$ cat src/rtl/miss_repair_engine_pkg.sv
// Shared widths, FSM encoding and request payload for the MSHR miss repair engine.
package miss_repair_engine_pkg;

  localparam int unsigned LINE_WORDS = 4;
  localparam int unsigned ADDR_W     = 32;
  localparam int unsigned DATA_W     = 32;
  localparam int unsigned IDX_W      = 3;
  localparam int unsigned WORD_OFF_W = $clog2(LINE_WORDS);
  localparam int unsigned LINE_OFF_W = WORD_OFF_W + 2;
  localparam int unsigned LINE_W     = LINE_WORDS * DATA_W;

  typedef enum logic [2:0] {
    ST_IDLE,
    ST_REQ,
    ST_RECV,
    ST_FILL,
    ST_DONE
  } repair_state_e;

  typedef struct packed {
    logic [ADDR_W-1:0] addr;
    logic              is_st;
    logic [DATA_W-1:0] st_data;
    logic [IDX_W-1:0]  idx;
  } repair_req_t;

  // Clear the byte-in-line offset so the address points at word 0 of the line.
  function automatic logic [ADDR_W-1:0] line_align(input logic [ADDR_W-1:0] a);
    return {a[ADDR_W-1:LINE_OFF_W], LINE_OFF_W'(0)};
  endfunction

endpackage

$ cat src/rtl/miss_repair_engine_if.sv
// MSHR request, memory port, cache fill and completion signals of the repair engine.
interface miss_repair_engine_if;
  import miss_repair_engine_pkg::*;

  logic              repair_req_valid;
  logic              repair_req_ready;
  logic [ADDR_W-1:0] repair_req_addr;
  logic              repair_req_is_st;
  logic [DATA_W-1:0] repair_req_st_data;
  logic [IDX_W-1:0]  repair_req_idx;
  logic              mem_req_valid;
  logic              mem_req_ready;
  logic [ADDR_W-1:0] mem_req_addr;
  logic              mem_resp_valid;
  logic [DATA_W-1:0] mem_resp_data;
  logic              fill_we;
  logic [ADDR_W-1:0] fill_addr;
  logic [LINE_W-1:0] fill_data;
  logic              repair_complete;
  logic [IDX_W-1:0]  repair_idx;
  logic              busy;

  modport slave (
    input  repair_req_valid, repair_req_addr, repair_req_is_st, repair_req_st_data,
           repair_req_idx, mem_req_ready, mem_resp_valid, mem_resp_data,
    output repair_req_ready, mem_req_valid, mem_req_addr, fill_we, fill_addr, fill_data,
           repair_complete, repair_idx, busy
  );

  modport master (
    output repair_req_valid, repair_req_addr, repair_req_is_st, repair_req_st_data,
           repair_req_idx, mem_req_ready, mem_resp_valid, mem_resp_data,
    input  repair_req_ready, mem_req_valid, mem_req_addr, fill_we, fill_addr, fill_data,
           repair_complete, repair_idx, busy
  );

endinterface

$ cat src/rtl/miss_repair_engine_line_fill_buffer.sv
// Line buffer written one beat at a time, with the store word merged on the read side.
module miss_repair_engine_line_fill_buffer
  import miss_repair_engine_pkg::*;
(
  input  logic                  clk,
  input  logic                  rst,
  input  logic                  wr_en_i,
  input  logic [WORD_OFF_W-1:0] wr_idx_i,
  input  logic [DATA_W-1:0]     wr_data_i,
  input  logic                  merge_en_i,
  input  logic [WORD_OFF_W-1:0] merge_idx_i,
  input  logic [DATA_W-1:0]     merge_data_i,
  output logic [LINE_W-1:0]     line_o
);

  logic [LINE_WORDS-1:0][DATA_W-1:0] line_q;
  logic [LINE_WORDS-1:0][DATA_W-1:0] merged;

  always_ff @(posedge clk or posedge rst) begin
    if (rst) begin
      line_q <= '0;
    end else if (wr_en_i) begin
      line_q[wr_idx_i] <= wr_data_i;
    end
  end

  always_comb begin
    merged = line_q;
    if (merge_en_i) begin
      merged[merge_idx_i] = merge_data_i;
    end
  end

  assign line_o = merged;

endmodule

$ cat src/rtl/miss_repair_engine.sv
// Fetches a missing line for one MSHR entry, merges a pending store word, fills the cache.
module miss_repair_engine
  import miss_repair_engine_pkg::*;
(
  input logic                 clk,
  input logic                 rst,
  miss_repair_engine_if.slave bus
);

  repair_state_e         state_q, state_d;
  repair_req_t           req_q, req_d;
  logic [WORD_OFF_W-1:0] cnt_q, cnt_d;
  logic                  beat_we;
  logic [LINE_W-1:0]     line;
  logic                  unused_addr_lsb;

  always_ff @(posedge clk or posedge rst) begin
    if (rst) begin
      state_q <= ST_IDLE;
      req_q   <= '0;
      cnt_q   <= '0;
    end else begin
      state_q <= state_d;
      req_q   <= req_d;
      cnt_q   <= cnt_d;
    end
  end

  always_comb begin
    state_d = state_q;
    req_d   = req_q;
    cnt_d   = cnt_q;
    beat_we = 1'b0;
    case (state_q)
      ST_IDLE: begin
        if (bus.repair_req_valid) begin
          req_d = '{addr:    bus.repair_req_addr,
                    is_st:   bus.repair_req_is_st,
                    st_data: bus.repair_req_st_data,
                    idx:     bus.repair_req_idx};
          state_d = ST_REQ;
        end
      end
      ST_REQ: begin
        if (bus.mem_req_ready) begin
          cnt_d   = '0;
          state_d = ST_RECV;
        end
      end
      ST_RECV: begin
        // Counter wraps to 0 naturally on the final beat.
        if (bus.mem_resp_valid) begin
          beat_we = 1'b1;
          cnt_d   = cnt_q + WORD_OFF_W'(1);
          if (cnt_q == WORD_OFF_W'(LINE_WORDS - 1)) begin
            state_d = ST_FILL;
          end
        end
      end
      ST_FILL: state_d = ST_DONE;
      ST_DONE: state_d = ST_IDLE;
      default: state_d = ST_IDLE;
    endcase
  end

  miss_repair_engine_line_fill_buffer u_lfb (
    .clk          (clk),
    .rst          (rst),
    .wr_en_i      (beat_we),
    .wr_idx_i     (cnt_q),
    .wr_data_i    (bus.mem_resp_data),
    .merge_en_i   (req_q.is_st),
    .merge_idx_i  (req_q.addr[LINE_OFF_W-1:2]),
    .merge_data_i (req_q.st_data),
    .line_o       (line)
  );

  // Store merge is full-word, so the byte offset is intentionally dropped.
  assign unused_addr_lsb = ^req_q.addr[1:0];

  assign bus.repair_req_ready = (state_q == ST_IDLE);
  assign bus.busy             = (state_q != ST_IDLE);
  assign bus.mem_req_valid    = (state_q == ST_REQ);
  assign bus.mem_req_addr     = (state_q == ST_REQ)  ? line_align(req_q.addr) : '0;
  assign bus.fill_we          = (state_q == ST_FILL);
  assign bus.fill_addr        = (state_q == ST_FILL) ? line_align(req_q.addr) : '0;
  assign bus.fill_data        = (state_q == ST_FILL) ? line : '0;
  assign bus.repair_complete  = (state_q == ST_DONE);
  assign bus.repair_idx       = (state_q == ST_DONE) ? req_q.idx : '0;

endmodule

$ cat src/flat_wrapper.sv
// flat-port wrapper written by rule: the top's interface ports become plain ports
module miss_repair_engine_flat import miss_repair_engine_pkg::*;
  (clk, rst, bus_repair_req_valid, bus_repair_req_addr, bus_repair_req_is_st, bus_repair_req_st_data, bus_repair_req_idx, bus_mem_req_ready, bus_mem_resp_valid, bus_mem_resp_data, bus_repair_req_ready, bus_mem_req_valid, bus_mem_req_addr, bus_fill_we, bus_fill_addr, bus_fill_data, bus_repair_complete, bus_repair_idx, bus_busy);
  miss_repair_engine_if bus_i ();
  input logic clk;
  input logic rst;
  input wire logic [$bits(bus_i.repair_req_valid)-1:0] bus_repair_req_valid;
  input wire logic [$bits(bus_i.repair_req_addr)-1:0] bus_repair_req_addr;
  input wire logic [$bits(bus_i.repair_req_is_st)-1:0] bus_repair_req_is_st;
  input wire logic [$bits(bus_i.repair_req_st_data)-1:0] bus_repair_req_st_data;
  input wire logic [$bits(bus_i.repair_req_idx)-1:0] bus_repair_req_idx;
  input wire logic [$bits(bus_i.mem_req_ready)-1:0] bus_mem_req_ready;
  input wire logic [$bits(bus_i.mem_resp_valid)-1:0] bus_mem_resp_valid;
  input wire logic [$bits(bus_i.mem_resp_data)-1:0] bus_mem_resp_data;
  output wire logic [$bits(bus_i.repair_req_ready)-1:0] bus_repair_req_ready;
  output wire logic [$bits(bus_i.mem_req_valid)-1:0] bus_mem_req_valid;
  output wire logic [$bits(bus_i.mem_req_addr)-1:0] bus_mem_req_addr;
  output wire logic [$bits(bus_i.fill_we)-1:0] bus_fill_we;
  output wire logic [$bits(bus_i.fill_addr)-1:0] bus_fill_addr;
  output wire logic [$bits(bus_i.fill_data)-1:0] bus_fill_data;
  output wire logic [$bits(bus_i.repair_complete)-1:0] bus_repair_complete;
  output wire logic [$bits(bus_i.repair_idx)-1:0] bus_repair_idx;
  output wire logic [$bits(bus_i.busy)-1:0] bus_busy;
  assign bus_i.repair_req_valid = bus_repair_req_valid;
  assign bus_i.repair_req_addr = bus_repair_req_addr;
  assign bus_i.repair_req_is_st = bus_repair_req_is_st;
  assign bus_i.repair_req_st_data = bus_repair_req_st_data;
  assign bus_i.repair_req_idx = bus_repair_req_idx;
  assign bus_i.mem_req_ready = bus_mem_req_ready;
  assign bus_i.mem_resp_valid = bus_mem_resp_valid;
  assign bus_i.mem_resp_data = bus_mem_resp_data;
  assign bus_repair_req_ready = bus_i.repair_req_ready;
  assign bus_mem_req_valid = bus_i.mem_req_valid;
  assign bus_mem_req_addr = bus_i.mem_req_addr;
  assign bus_fill_we = bus_i.fill_we;
  assign bus_fill_addr = bus_i.fill_addr;
  assign bus_fill_data = bus_i.fill_data;
  assign bus_repair_complete = bus_i.repair_complete;
  assign bus_repair_idx = bus_i.repair_idx;
  assign bus_busy = bus_i.busy;
  miss_repair_engine u_core (.clk(clk), .rst(rst), .bus(bus_i));
endmodule
$ cat config.mk
export PLATFORM = sky130hd
export DESIGN_NAME = miss_repair_engine_flat
export DESIGN_NICKNAME = d
export VERILOG_FILES = /design/src/rtl/miss_repair_engine_pkg.sv /design/src/rtl/miss_repair_engine_if.sv /design/src/rtl/miss_repair_engine_line_fill_buffer.sv /design/src/rtl/miss_repair_engine.sv /design/src/flat_wrapper.sv
export SDC_FILE = /design/constraint.sdc
export NUM_CORES = 1
export LEC_CHECK = 0
export ABC_AREA = 1
export BUFFER_PORTS_ARGS = -buffer_cell sky130_fd_sc_hd__buf_2
export CAP_MARGIN = 5
export CORE_ASPECT_RATIO = 1.2
export CORE_MARGIN = 10
export CORE_UTILIZATION = 40
export DETAILED_ROUTE_END_ITERATION = 16
export GPL_ROUTABILITY_DRIVEN = 0
export PLACE_DENSITY = 0.72
export SYNTH_ARGS = -nofsm -noshare
export SYNTH_HDL_FRONTEND = slang
export SYNTH_SLANG_ARGS = --single-unit
$ cat constraint.sdc
create_clock -name clk -period 9.85 [get_ports clk]
set_clock_uncertainty 0.05 [all_clocks]
set_input_delay 2.4625 -clock clk [delete_from_list [all_inputs] [get_ports clk]]
set_output_delay 2.4625 -clock clk [all_outputs]
set_load 0.02 [all_outputs]
==> flow_summary.ini <==
[outcome]
status = finished, final reports clean

[global_routing]
grt_max_degree = 132
antenna_found_initial = 1
grt_pass1_wl_mm = 49.0
grt_usage_pct = 19.8
grt_overflow = 0
grt_pass1_vias = 8965

[clocking]
cts-root-buf = clkbuf_16
cts.sinks = 199
cts_buffers = 17
cts.htree.levels = 4
cts_setup_buffers = 0
cts_resized = 0
cts.clk_slew.worst_paths_ns = 0.07
ctsHoldBuffers = 0
clk_path_buf_depth = 2
cts_tree = done
clock_latency_ns = 0.44

[critical_path]
crit_fanout = 73
reg2regPathDepth = 7
startpoint_type = register
r2r_end = u_core.req_q[41]$_DFFE_PP0P_
required_ns = 7.34
ff2ff_setup_slack_ns = 7.09
worstSetupEndpointType = output pin
r2r-start = u_core.state_q[0]$_DFFE_PP0P_
arrival_ns = 4.26
worst-setup-path-type = register to output pin

[finish]
nets = 1623
area_delta_synth_final_pct = 21.8
most-common-layout-cells = 294 x buf_2, 231 x o21ai_0, 222 x nor2_1
final_area_um2 = 11900
drive_gt1_share_pct = 22.9
layout_commonest_cell = buf_2
diodes = 0
utilization_pct = 49.6

[routing]
drt_iter0_markers = 839
drt.antenna.violating_nets = 0
first_pass_iters = 6
drt-total-wl_mm = 31.3
wl_per_cell_um = 17.0
remaining_drc_errors = 0
num_vias = 9256
viasPerCell = 5.01

[place]
hpwl_mm = 20.7
dpl-instance-area_um2 = 11300
port_buffers = 294

[synthesis]
syn-instance-count = 1279
synthSimpleGateAreaFrac_pct = 19.9
synth_top_cell_area_share_pct = 50.8
synth_cell_types = 23
synth_area_per_cell_um2 = 7.66
synth.mux.area_fraction_pct = 0
synth.cell_area_um2 = 9800
yosysWarningCount = 0
synth-compound-area-share_pct = 18.0
synth-xor-area-share_pct = 0
synth_fa_ha_area_share_pct = 0.511
ys_seq_area_share_pct = 50.8
synth_top_family_by_area = simple AND/OR/NAND/NOR gates
ys_ff_latch = 199
yosysTopAreaCell = dfrtp_1
synth_area_leaders = dfrtp_1 51%, o21ai_0 12%, nor2_1 8.5%

[min_path]
min_from = u_core.u_lfb.line_q[21]$_DFFE_PP0P_
holdCritPathClass = register to register
worstHoldPathCells = 2
min_to = u_core.u_lfb.line_q[21]$_DFFE_PP0P_

[die]
ios = 305
dieArea_um2 = 31200
fp.dieW_um = 163
fp.coreArea_um2 = 24000
die_h_um = 191
initial_core_util_pct = 40.8
fp-row-count = 62

[pwr]
power_density_nw_per_um2 = 305
peakVddDrop_v = 0.000188
p_leak_nw = 6.40

[timing]
worst_slew_pin_slew_ns = 1.16
rsz0062_at_grt = false
post-route-period-util_pct = 68.8
fmax_mhz = 148
fin_tns_setup_ns = 0
drv_slew = 0
finalHoldViolations = 0
slew_headroom_pct = 22.6
finalSetupViolCount = 0
period_needed_ns = 6.78

[run]
max-cap-violations = 0
## kinds of logic (layout without fill, tap and decap cells)
group | count (synthesis) | in the layout
AND/OR/NAND/NOR | 482 | 482
adder cells (fa/ha/maj) | 4 | 4
AO/OA/AOI/OAI | 353 | 353
flip-flops | 199 | 199
buffers and inverters | 240 | 481
other | 1 | 8
## power by group
part	switching (mW)	total, mW	internal (mW)
Sequential	0.218	1.38	1.16
Combinational	1.03	1.48	0.447
Clock	0.342	0.780	0.438
Total	1.59	3.64	2.05
## per-stage QoR
stage                     power, mW  setup slack, ns  cells  hold slack [ns]
final                          3.64             3.07   1847            0.436
after global routing           3.93             2.62   1847            0.456
after CTS                      3.66             3.09   1847            0.441
after detailed placement       2.88             3.61   1815            0.423
after global placement         2.83             3.71   1815            0.415
after floorplan                2.41             1.91   1286            0.403
## sequential cells by signal, summed over array words and instances, names as in the netlist
name,cells
u_core.u_lfb.line_q,128
u_core.cnt_q,2
u_core.state_q,3
u_core.req_q,66
## Yosys cell counts, drive strengths merged
cell type,n
o21ai,256
nor2,225
nand2,213
dfrtp,199
inv,146
a21oi,97
buf,57
nand3,42
clkbuf,37
ha,4
conb,1
nand3b,1
nor3,1
## per-layer routing
metal | global-route usage, % | up-vias | routed length [um] | part of all wire (%)
li1 | - | 4496 | - | -
met1 | 24.0 | 4340 | 13200 | 42
met2 | 33.3 | 382 | 15100 | 48
met3 | 5.92 | 38 | 2550 | 8.1
met4 | 6.01 | 0 | 496 | 1.6
met5 | 0 | - | 0 | 0
## cell type report
cell class              count  area (um^2)
multi-input cells         847         3810
clock buffers              17          425
flip-flops and latches    199         4980
repair buffers            303         1540
fillers                  2371        12100
well taps                 320          400
inverters                 146          556
clock inverters            15          230
## worst max-delay path by stage
stage	depth (start not counted)	endpoint	start
6_report	6	bus_fill_data[22]	u_core.state_q[1]$_DFFE_PP0P_
4_1_cts	6	bus_fill_data[22]	u_core.state_q[1]$_DFFE_PP0P_
3_3_place_gp	6	bus_fill_data[118]	u_core.state_q[1]$_DFFE_PP0P_
3_5_place_dp	6	bus_fill_data[118]	u_core.state_q[1]$_DFFE_PP0P_
5_1_grt	6	bus_fill_data[22]	u_core.state_q[1]$_DFFE_PP0P_
2_1_floorplan	1	u_core.cnt_q[0]$_DFFE_PP0P_	rst
## worst max-delay path: stages (launching register included)
cell,delay (ns)
dfrtp_1,0.58
nand3_1,0.88
inv_2,1.00
buf_4,0.61
o21ai_0,0.19
a21oi_1,0.26
buf_2,0.22
(Power assumes the default switching activity.)
